### src/rtl/mips_multicycle_ctrl_if.sv
// mips_multicycle_ctrl_if
//   Bundle between the multicycle control FSM and the MIPS datapath/memory.
//   master : control FSM (consumes IR fields, Zero, MemReady; drives controls)
//   slave  : datapath side (drives IR fields, Zero, MemReady; consumes controls)
//   Signals:
//     Opcode/Funct   IR[31:26] / IR[5:0]
//     Zero           ALU zero flag (beq)
//     MemReady       shared memory completes the current access this cycle
//     PcWrite..PcSource  datapath steering, see controller header
//     AluCtrl        000 and, 001 or, 010 add, 110 sub, 111 slt
//     IllegalInstr   one-cycle pulse on unsupported opcode/funct
//     State          current FSM state, debug only
interface mips_multicycle_ctrl_if;
  logic [5:0] Opcode;
  logic [5:0] Funct;
  logic       Zero;
  logic       MemReady;
  logic       PcWrite;
  logic       IorD;
  logic       MemRead;
  logic       MemWrite;
  logic       IrWrite;
  logic       RegDst;
  logic       MemToReg;
  logic       RegWrite;
  logic       AluSrcA;
  logic [1:0] AluSrcB;
  logic       ZeroExt;
  logic [1:0] PcSource;
  logic [2:0] AluCtrl;
  logic       IllegalInstr;
  logic [3:0] State;

  modport master (
    input  Opcode, Funct, Zero, MemReady,
    output PcWrite, IorD, MemRead, MemWrite, IrWrite, RegDst, MemToReg,
           RegWrite, AluSrcA, AluSrcB, ZeroExt, PcSource, AluCtrl,
           IllegalInstr, State
  );

  modport slave (
    output Opcode, Funct, Zero, MemReady,
    input  PcWrite, IorD, MemRead, MemWrite, IrWrite, RegDst, MemToReg,
           RegWrite, AluSrcA, AluSrcB, ZeroExt, PcSource, AluCtrl,
           IllegalInstr, State
  );
endinterface

### src/rtl/mips_multicycle_ctrl.sv
// mips_multicycle_ctrl
//   Multicycle MIPS control FSM: FETCH -> DECODE -> EX -> MEM -> WB, with
//   MemReady wait states on the shared instruction/data memory.
//   Ports:
//     Clk    rising-edge clock
//     Rst_n  asynchronous active-low reset; also forces every output to 0
//     bus    mips_multicycle_ctrl_if.master (IR fields, Zero, MemReady in;
//            datapath controls, IllegalInstr, State out)
//   Build option:
//     IMM_OPS_EN  adds addi/andi/ori/slti through IMM_EX -> IMM_WB; when
//                 undefined those opcodes decode as illegal, ZeroExt is 0.
module mips_multicycle_ctrl (
  input  logic Clk,
  input  logic Rst_n,
  mips_multicycle_ctrl_if.master bus
);
  localparam logic [5:0] OP_R = 6'b000000, OP_LW = 6'b100011, OP_SW = 6'b101011,
                         OP_BEQ = 6'b000100, OP_J = 6'b000010;
`ifdef IMM_OPS_EN
  localparam logic [5:0] OP_ADDI = 6'b001000, OP_ANDI = 6'b001100,
                         OP_ORI = 6'b001101, OP_SLTI = 6'b001010;
`endif

  typedef enum logic [3:0] {
    S_FETCH = 4'd0, S_DECODE = 4'd1, S_MEMADR = 4'd2, S_MEMRD = 4'd3,
    S_MEMWB = 4'd4, S_MEMWR = 4'd5, S_RTYPE_EX = 4'd6, S_RTYPE_WB = 4'd7,
    S_BEQ = 4'd8, S_JUMP = 4'd9
`ifdef IMM_OPS_EN
    , S_IMM_EX = 4'd10, S_IMM_WB = 4'd11
`endif
  } state_t;

  state_t st, nx;

  logic       pcW, iord, mrd, mwr, irw, rdst, m2r, rw, sa, zx, ill;
  logic [1:0] sb, psrc;
  logic [2:0] ac;

  // R-type function decode
  logic       fnOk;
  logic [2:0] fnAc;
  always_comb begin
    fnOk = 1'b1;
    fnAc = 3'b000;
    case (bus.Funct)
      6'b100000: fnAc = 3'b010;
      6'b100010: fnAc = 3'b110;
      6'b100100: fnAc = 3'b000;
      6'b100101: fnAc = 3'b001;
      6'b101010: fnAc = 3'b111;
      default:   fnOk = 1'b0;
    endcase
  end

`ifdef IMM_OPS_EN
  // Immediate group decode; the IR is stable through IMM_EX and IMM_WB, so
  // decoding straight from Opcode holds AluCtrl/ZeroExt across both states.
  logic [2:0] immAc;
  logic       immZx;
  always_comb begin
    immAc = 3'b010;
    immZx = 1'b0;
    case (bus.Opcode)
      OP_ANDI: begin immAc = 3'b000; immZx = 1'b1; end
      OP_ORI:  begin immAc = 3'b001; immZx = 1'b1; end
      OP_SLTI: immAc = 3'b111;
      default: immAc = 3'b010;
    endcase
  end
`endif

  always_ff @(posedge Clk or negedge Rst_n)
    if (!Rst_n) st <= S_FETCH;
    else        st <= nx;

  always_comb begin
    nx = st;
    pcW = 1'b0; iord = 1'b0; mrd = 1'b0; mwr = 1'b0; irw = 1'b0;
    rdst = 1'b0; m2r = 1'b0; rw = 1'b0; sa = 1'b0; zx = 1'b0; ill = 1'b0;
    sb = 2'b00; psrc = 2'b00; ac = 3'b000;
    case (st)
      S_FETCH: begin
        mrd = 1'b1; sb = 2'b01; ac = 3'b010;
        if (bus.MemReady) begin irw = 1'b1; pcW = 1'b1; nx = S_DECODE; end
      end
      S_DECODE: begin
        sb = 2'b11; ac = 3'b010;
        case (bus.Opcode)
          OP_LW, OP_SW: nx = S_MEMADR;
          OP_R:         nx = S_RTYPE_EX;
          OP_BEQ:       nx = S_BEQ;
          OP_J:         nx = S_JUMP;
`ifdef IMM_OPS_EN
          OP_ADDI, OP_ANDI, OP_ORI, OP_SLTI: nx = S_IMM_EX;
`endif
          default: begin ill = 1'b1; nx = S_FETCH; end
        endcase
      end
      S_MEMADR: begin
        sa = 1'b1; sb = 2'b10; ac = 3'b010;
        nx = (bus.Opcode == OP_LW) ? S_MEMRD : S_MEMWR;
      end
      S_MEMRD: begin
        mrd = 1'b1; iord = 1'b1;
        if (bus.MemReady) nx = S_MEMWB;
      end
      S_MEMWB: begin rw = 1'b1; m2r = 1'b1; nx = S_FETCH; end
      S_MEMWR: begin
        mwr = 1'b1; iord = 1'b1;
        if (bus.MemReady) nx = S_FETCH;
      end
      S_RTYPE_EX: begin
        sa = 1'b1;
        // unknown funct: PC already advanced, skip without writeback
        if (fnOk) begin ac = fnAc; nx = S_RTYPE_WB; end
        else      begin ill = 1'b1; nx = S_FETCH; end
      end
      S_RTYPE_WB: begin rw = 1'b1; rdst = 1'b1; nx = S_FETCH; end
      S_BEQ: begin
        sa = 1'b1; ac = 3'b110; psrc = 2'b01; pcW = bus.Zero; nx = S_FETCH;
      end
      S_JUMP: begin psrc = 2'b10; pcW = 1'b1; nx = S_FETCH; end
`ifdef IMM_OPS_EN
      S_IMM_EX: begin
        sa = 1'b1; sb = 2'b10; ac = immAc; zx = immZx; nx = S_IMM_WB;
      end
      S_IMM_WB: begin rw = 1'b1; ac = immAc; zx = immZx; nx = S_FETCH; end
`endif
      default: nx = S_FETCH;
    endcase
  end

  // reset gates every control so nothing reaches memory or the regfile
  assign bus.PcWrite      = Rst_n & pcW;
  assign bus.IorD         = Rst_n & iord;
  assign bus.MemRead      = Rst_n & mrd;
  assign bus.MemWrite     = Rst_n & mwr;
  assign bus.IrWrite      = Rst_n & irw;
  assign bus.RegDst       = Rst_n & rdst;
  assign bus.MemToReg     = Rst_n & m2r;
  assign bus.RegWrite     = Rst_n & rw;
  assign bus.AluSrcA      = Rst_n & sa;
  assign bus.AluSrcB      = Rst_n ? sb : 2'b00;
  assign bus.ZeroExt      = Rst_n & zx;
  assign bus.PcSource     = Rst_n ? psrc : 2'b00;
  assign bus.AluCtrl      = Rst_n ? ac : 3'b000;
  assign bus.IllegalInstr = Rst_n & ill;
  assign bus.State        = st;
endmodule

### src/flat_wrapper.sv
// flat-port wrapper written by rule: the top's interface ports become plain ports
module mips_multicycle_ctrl_flat 
  (Clk, Rst_n, bus_Opcode, bus_Funct, bus_Zero, bus_MemReady, bus_PcWrite, bus_IorD, bus_MemRead, bus_MemWrite, bus_IrWrite, bus_RegDst, bus_MemToReg, bus_RegWrite, bus_AluSrcA, bus_AluSrcB, bus_ZeroExt, bus_PcSource, bus_AluCtrl, bus_IllegalInstr, bus_State);
  mips_multicycle_ctrl_if bus_i ();
  input  logic Clk;
  input  logic Rst_n;
  input wire logic [$bits(bus_i.Opcode)-1:0] bus_Opcode;
  input wire logic [$bits(bus_i.Funct)-1:0] bus_Funct;
  input wire logic [$bits(bus_i.Zero)-1:0] bus_Zero;
  input wire logic [$bits(bus_i.MemReady)-1:0] bus_MemReady;
  output wire logic [$bits(bus_i.PcWrite)-1:0] bus_PcWrite;
  output wire logic [$bits(bus_i.IorD)-1:0] bus_IorD;
  output wire logic [$bits(bus_i.MemRead)-1:0] bus_MemRead;
  output wire logic [$bits(bus_i.MemWrite)-1:0] bus_MemWrite;
  output wire logic [$bits(bus_i.IrWrite)-1:0] bus_IrWrite;
  output wire logic [$bits(bus_i.RegDst)-1:0] bus_RegDst;
  output wire logic [$bits(bus_i.MemToReg)-1:0] bus_MemToReg;
  output wire logic [$bits(bus_i.RegWrite)-1:0] bus_RegWrite;
  output wire logic [$bits(bus_i.AluSrcA)-1:0] bus_AluSrcA;
  output wire logic [$bits(bus_i.AluSrcB)-1:0] bus_AluSrcB;
  output wire logic [$bits(bus_i.ZeroExt)-1:0] bus_ZeroExt;
  output wire logic [$bits(bus_i.PcSource)-1:0] bus_PcSource;
  output wire logic [$bits(bus_i.AluCtrl)-1:0] bus_AluCtrl;
  output wire logic [$bits(bus_i.IllegalInstr)-1:0] bus_IllegalInstr;
  output wire logic [$bits(bus_i.State)-1:0] bus_State;
  assign bus_i.Opcode = bus_Opcode;
  assign bus_i.Funct = bus_Funct;
  assign bus_i.Zero = bus_Zero;
  assign bus_i.MemReady = bus_MemReady;
  assign bus_PcWrite = bus_i.PcWrite;
  assign bus_IorD = bus_i.IorD;
  assign bus_MemRead = bus_i.MemRead;
  assign bus_MemWrite = bus_i.MemWrite;
  assign bus_IrWrite = bus_i.IrWrite;
  assign bus_RegDst = bus_i.RegDst;
  assign bus_MemToReg = bus_i.MemToReg;
  assign bus_RegWrite = bus_i.RegWrite;
  assign bus_AluSrcA = bus_i.AluSrcA;
  assign bus_AluSrcB = bus_i.AluSrcB;
  assign bus_ZeroExt = bus_i.ZeroExt;
  assign bus_PcSource = bus_i.PcSource;
  assign bus_AluCtrl = bus_i.AluCtrl;
  assign bus_IllegalInstr = bus_i.IllegalInstr;
  assign bus_State = bus_i.State;
  mips_multicycle_ctrl u_core (.Clk(Clk), .Rst_n(Rst_n), .bus(bus_i));
endmodule
### config.mk
export PLATFORM = sky130hd
export DESIGN_NAME = mips_multicycle_ctrl_flat
export DESIGN_NICKNAME = d
export VERILOG_FILES = /design/src/rtl/mips_multicycle_ctrl_if.sv /design/src/rtl/mips_multicycle_ctrl.sv /design/src/flat_wrapper.sv
export SDC_FILE = /design/constraint.sdc
export NUM_CORES = 1
export LEC_CHECK = 0
export ABC_AREA = 1
export CAP_MARGIN = 10
export CORE_UTILIZATION = 35
export CTS_BUF_LIST = sky130_fd_sc_hd__clkbuf_16
export DETAILED_ROUTE_END_ITERATION = 7
export GPL_TIMING_DRIVEN = 0
export HOLD_SLACK_MARGIN = 0.15
export PLACE_DENSITY = 0.78
export REMOVE_ABC_BUFFERS = 1
export SLEW_MARGIN = 0
export SYNTH_ARGS = -nofsm -noshare
export SYNTH_HDL_FRONTEND = slang
export SYNTH_SLANG_ARGS = --single-unit
### constraint.sdc
create_clock -name Clk -period 1.54 [get_ports Clk]
set_clock_uncertainty 0.15 [all_clocks]
set_input_delay 0.231 -clock Clk [delete_from_list [all_inputs] [get_ports Clk]]
set_output_delay 0.231 -clock Clk [all_outputs]
set_load 0.05 [all_outputs]
==> impl_metrics.py, run 1 <==
metrics = {
    "routing": {
        "via_per_inst": 5.78,
        "wire_per_inst_um": 16.8,
        "ant_nets": 0,
        "drt_iter0_markers": 42,
        "wl_mm": 2.96,
        "firstDrtPassIters": 4,
        "drc_errors": 0,
        "vias": 1018,
    },
    "floorplan": {
        "io_pins": 38,
        "num_rows": 14,
        "dieWidth_um": 42.9,
        "initial_core_util_pct": 38.0,
        "fp.coreArea_um2": 1540,
        "dieArea_um2": 1840,
        "fp.dieH_um": 42.9,
    },
    "critical_path": {
        "end_kind": "output pin",
        "r2r_end": "u_core.bus.State[0]$_DFFE_PN0P_",
        "crit_path_end": "bus_AluSrcA",
        "r2r.worst_path.cells": 8,
        "cp_max_fo": 4,
        "r2r_slack_ns": -0.02,
        "critPathRequiredTime_ns": 1.16,
        "crit_type": "flip-flop to output pin",
        "critPathLaunchType": "flip-flop",
        "crit_start": "u_core.bus.State[0]$_DFFE_PN0P_",
        "critical_path_arrival_ns": 1.59,
        "rr_startpoint": "u_core.bus.State[0]$_DFFE_PN0P_",
    },
    "sta": {
        "min_period_ns": 1.97,
        "rsz0062_at_grt": "true",
        "finalHoldViolCount": 0,
        "fin_ws_ns": -0.433,
        "post-route-period-util_pct": 128,
        "max_clock_freq_ghz": 0.507,
        "slew_viol_final": 0,
        "setup_viol": 19,
    },
    "global_routing": {
        "grtUsageTotal_pct": 28.3,
        "gr-total-overflow": 0,
        "grt_antenna_before_repair": 0,
        "grt_pass1_wl_mm": 3.86,
        "grt_start_max_net_pins": 13,
        "first_global_vias": 876,
    },
    "clock_tree": {
        "cts_sinks": 4,
        "cts_tree": "yes",
        "clk_path_buf_depth": 2,
        "worstSkewPairLatency_ns": 0.23,
        "clk_pin_slew_ns": 0.03,
        "cts_root_buf": "clkbuf_16",
        "cts_buffers": 3,
        "cts_max_level": 1,
    },
    "synth": {
        "yosys_warnings": 0,
        "synth_cell_types": 23,
        "ys_ff_latch": 4,
        "synth_cells": 109,
        "synth_area_um2": 586,
        "avgSynthCellArea_um2": 5.37,
        "ys_seq_area_share_pct": 17.1,
    },
    "layout": {
        "antennaDiodeCount": 0,
        "seqCellArea_um2": 105,
        "multi_input_area_um2": 574,
        "nNetsFinal": 178,
        "final_common_cell": "nand2_1",
        "fin_area_um2": 1320,
        "fillers": 85,
        "syn_to_final_growth_pct": 125,
        "layout_common_cells": "16 x nand2_1, 15 x buf_6, 15 x buf_4",
        "drive_gt1_share_pct": 53.1,
        "largest_register_ffs": 4,
    },
    "placed_design": {
        "post-place-ws_ns": -1.06,
        "portBuffers": 36,
        "gp_congestion": 0.926,
        "dpl-instance-area_um2": 955,
        "place_hpwl_mm": 1.46,
    },
    "hold_path": {
        "hold_path.class": "input pin to asynchronous set/reset pin",
    },
    "pwr": {
        "power.leakage_uw": 0.000627,
        "power_density_nw_per_um2": 1250,
        "ir_worst_vdd_uv": 799,
        "finalPower_uw": 1640,
    },
    "status": {
        "violations": "negative setup slack",
        "outcome": "complete, but fails checks",
    },
    "flow_run": {
        "cap_violations": 0,
    },
}
-- how the worst min path moves through the flow --
stage	from	to	slack [ns]
after floorplan	Rst_n	u_core.bus.State[0]$_DFFE_PN0P_	-0.21
after global placement	Rst_n	u_core.bus.State[2]$_DFFE_PN0P_	0.36
after detailed placement	Rst_n	u_core.bus.State[2]$_DFFE_PN0P_	0.36
after CTS	Rst_n	u_core.bus.State[0]$_DFFE_PN0P_	0.40
after global routing	Rst_n	u_core.bus.State[2]$_DFFE_PN0P_	0.47
final	Rst_n	u_core.bus.State[2]$_DFFE_PN0P_	0.44
-- stage by stage --
| step | util (%) | std cells | hold WS [ns] | setup TNS, ns |
|---|---|---|---|---|
| global placement | 61.9 | 159 | 0.364 | -16.55 |
| finish | 85.3 | 176 | 0.439 | -5.02 |
| detailed placement | 61.9 | 159 | 0.359 | -16.61 |
| floorplan | - | 107 | -0.215 | -11.53 |
| CTS | 73.9 | 169 | 0.395 | -3.76 |
| global route | 85.3 | 176 | 0.466 | -5.95 |
-- synth_stat cells (all sizes together) --
| cell | instances | area share, % |
|---|---|---|
| inv | 17 | 11 |
| conb | 1 | 0.64 |
| nand3 | 11 | 10 |
| o21bai | 1 | 1.3 |
| nand3b | 1 | 1.3 |
| nor3 | 3 | 4.5 |
| nand2 | 27 | 18 |
| clkbuf | 1 | 0.64 |
| o22ai | 2 | 2.1 |
| o2111ai | 1 | 1.5 |
| a21oi | 5 | 4.3 |
| a31oi | 2 | 2.1 |
| buf | 1 | 1.3 |
| o21ai | 1 | 0.85 |
| nor2 | 27 | 19 |
| o21a | 1 | 1.3 |
| dfrtp | 4 | 17 |
| nand4 | 3 | 3.2 |
-- kinds of logic (layout without fill, tap and decap cells) --
kind of cell	after synthesis	in the layout	share of synthesized area, %
buf+inv	19	70	12.8
other cells	1	1	0.640
compound gates	13	13	13.5
simple gates	72	72	56.0
flops	4	4	17.1
-- metal layers --
layer  track usage [%]  vias up  share of wire, %
li1                  -      461                 -
met4              13.8        0               5.0
met1              30.4      460                34
met2              51.2       81                52
met5                 0        -                 0
met3              6.38       16               8.9
-- layout make-up --
class / instances / share of cell area [%]
Sequential cell: 4 / 7.99
Multi-Input combinational cell: 86 / 43.7
Tap cell: 16 / 1.52
Clock buffer: 3 / 5.71
Inverter: 17 / 5.23
Timing Repair Buffer: 50 / 35.9
-- critical path, stage by stage (launching register included) --
cell and delay (ns):
dfrtp_2 0.47, inv_4 0.11, nand2_4 0.06, nor3_4 0.20, buf_4 0.18, nor3_2 0.04, nor2_1 0.13, buf_6 0.17
-- timing repair --
action	in CTS	in global routing
setup endpoints to repair	21	24
buffers inserted	6	8
hold buffers	1	0
resized for setup	147	46
pin swaps	7	16
hold endpoints to repair	4	0
-- power breakdown --
group	leakage [uW]	switching [uW]	internal, uW
clock	0.0000370	85.3	333
sequential	0.0000475	52.4	128
combinational	0.000543	662	383
total	0.000627	800	845
Power figures use the tool's default switching activity.
==> inputs of run 2 (changes only) <==
- ABC_CLOCK_PERIOD_IN_PS: unset -> 2200
- clock period: 1.54 -> 2.2 ns (I/O delays scaled with it)
==> run 2 against run 1 <==
The flow now finishes without violations. Non-clock buffer count decreased by 13. Cell area is 23% lower. Sequential power decreased by 39%. Cell count is 7.4% lower. Power decreased by 48%. Worst hold slack improved by 0.074 ns. Register-to-register slack gained 0.81 ns. Flip-flop and latch count is the same. Sequential share of layout area is 1.9 points higher. Global-route usage shrank 5.3 points. Via count decreased by 18%.
==> impl_metrics.py, run 2 (synthesis results as in run 1) <==
metrics = {
    "status": {
        "outcome": "finished, final reports clean",
    },
    "layout": {
        "nNetsFinal": 165,
        "fillers": 163,
        "fin_area_um2": 1020,
        "final_common_cell": "nand2_1",
        "largest_register_ffs": 4,
        "layout_common_cells": "26 x nand2_1, 19 x nor2_1, 18 x clkdlybuf4s50_1",
        "syn_to_final_growth_pct": 73.5,
        "final_core_util_pct": 65.9,
        "drive_gt1_share_pct": 24.5,
        "antennaDiodeCount": 0,
    },
    "critical_path": {
        "cp_max_fo": 6,
        "critPathRequiredTime_ns": 1.72,
        "rr_startpoint": "u_core.bus.State[0]$_DFFE_PN0P_",
        "critical_path_arrival_ns": 1.65,
        "end_kind": "output pin",
        "critPathLaunchType": "flip-flop",
        "crit_type": "flip-flop to output pin",
        "crit_start": "u_core.bus.State[1]$_DFFE_PN0P_",
    },
    "floorplan": {
        "fp.coreArea_um2": 1540,
        "dieArea_um2": 1840,
        "num_rows": 14,
        "io_pins": 38,
        "dieWidth_um": 42.9,
        "initial_core_util_pct": 38.0,
        "fp.dieH_um": 42.9,
    },
    "pwr": {
        "ir_worst_vdd_uv": 457,
        "power.leakage_uw": 0.000487,
        "power_density_nw_per_um2": 844,
    },
    "global_routing": {
        "grt_pass1_wl_mm": 3.19,
        "grtUsageTotal_pct": 23.0,
        "grt_start_max_net_pins": 13,
        "grt_antenna_before_repair": 0,
        "gr-total-overflow": 0,
        "first_global_vias": 780,
    },
    "clock_tree": {
        "cts_sinks": 4,
        "worstSkewPairLatency_ns": 0.22,
        "cts_max_level": 1,
        "clk_pin_slew_ns": 0.03,
        "cts_buffers": 3,
        "cts_root_buf": "clkbuf_16",
        "cts_tree": "yes",
        "post_cts_buffers": 0,
        "clk_path_buf_depth": 2,
    },
    "hold_path": {
        "hold_start": "u_core.bus.State[0]$_DFFE_PN0P_",
        "hold_path.class": "flip-flop to flip-flop",
    },
    "routing": {
        "ant_nets": 0,
        "drc_errors": 0,
        "wl_mm": 1.86,
        "wire_per_inst_um": 11.4,
        "vias": 839,
        "firstDrtPassIters": 4,
        "drt_iter0_markers": 18,
        "via_per_inst": 5.15,
    },
    "sta": {
        "post-route-period-util_pct": 96.7,
        "finalHoldViolCount": 0,
        "tightest_slew_ns": 0.500,
        "max_clock_freq_ghz": 0.470,
        "min_period_ns": 2.13,
        "slew_viol_final": 0,
        "slew_headroom_pct": 66.5,
        "setup_tns_ns": 0,
        "setup_viol": 0,
        "fin_ws_ns": 0.0723,
    },
    "flow_run": {
        "cap_violations": 0,
    },
    "placed_design": {
        "portBuffers": 36,
        "place_hpwl_mm": 1.46,
        "gp_congestion": 0.926,
        "dpl-instance-area_um2": 955,
        "post-place-ws_ns": -0.594,
    },
}
==> run 2: per-layer routing <==
layer / global-route usage, % / up-vias / routed length, um
li1: - / 429 / -
met1: 27.3 / 358 / 763
met2: 36.4 / 44 / 884
met3: 5.96 / 8 / 130
met4: 14.4 / 0 / 78
met5: 0 / - / 0
==> run 2: path summary, 6_finish.rpt <==
path | end | slack, ns | cells after the start
setup / recovery | bus_IorD | 0.07 | 5
hold reg to reg | u_core.bus.State[0]$_DFFE_PN0P_ | 0.51 | 2
setup reg to reg | u_core.bus.State[0]$_DFFE_PN0P_ | 0.79 | 7
hold / removal | u_core.bus.State[0]$_DFFE_PN0P_ | 0.51 | 2
min in group asynchronous | u_core.bus.State[2]$_DFFE_PN0P_ | 0.58 | 2
max in group asynchronous | u_core.bus.State[1]$_DFFE_PN0P_ | 1.15 | 2
==> run 2: what timing repair did <==
item                       in CTS  in global routing
setup endpoints to repair      17                 10
gates resized for setup        59                 24
hold endpoints to repair        4                  0
hold buffers                    1                  0
==> run 2: layout make-up <==
cell class	instances	area [um2]	share of cell area (%)
clock buffer	3	75.1	7.39
inverter	17	63.8	6.28
multi-input combinational	86	420	41.4
sequential	4	100	9.85
tap	16	20.0	1.97
timing repair buffer	37	337	33.1
==> run 2: critical path, stage by stage, from the launching register on <==
cell and delay [ns]:
dfrtp_1 0.48, nand2_1 0.18, nor2_2 0.17, inv_2 0.07, a21oi_1 0.14, clkdlybuf4s15_2 0.39
==> run 2: metrics by stage <==
stage          total power [uW]  std cells  hold slack (ns)
5_1_grt                     910        163            0.542
4_1_cts                     855        163            0.520
2_1_floorplan               429        107           -0.116
6_report                    857        163            0.513
3_5_place_dp                584        159            0.458
3_3_place_gp                579        159            0.463
==> run 2: power by group <==
group | total (uW) | internal [uW] | switching [uW]
sequential | 110 | 87.3 | 22.3
clock | 279 | 232 | 47.3
combinational | 469 | 143 | 326
total | 857 | 462 | 395
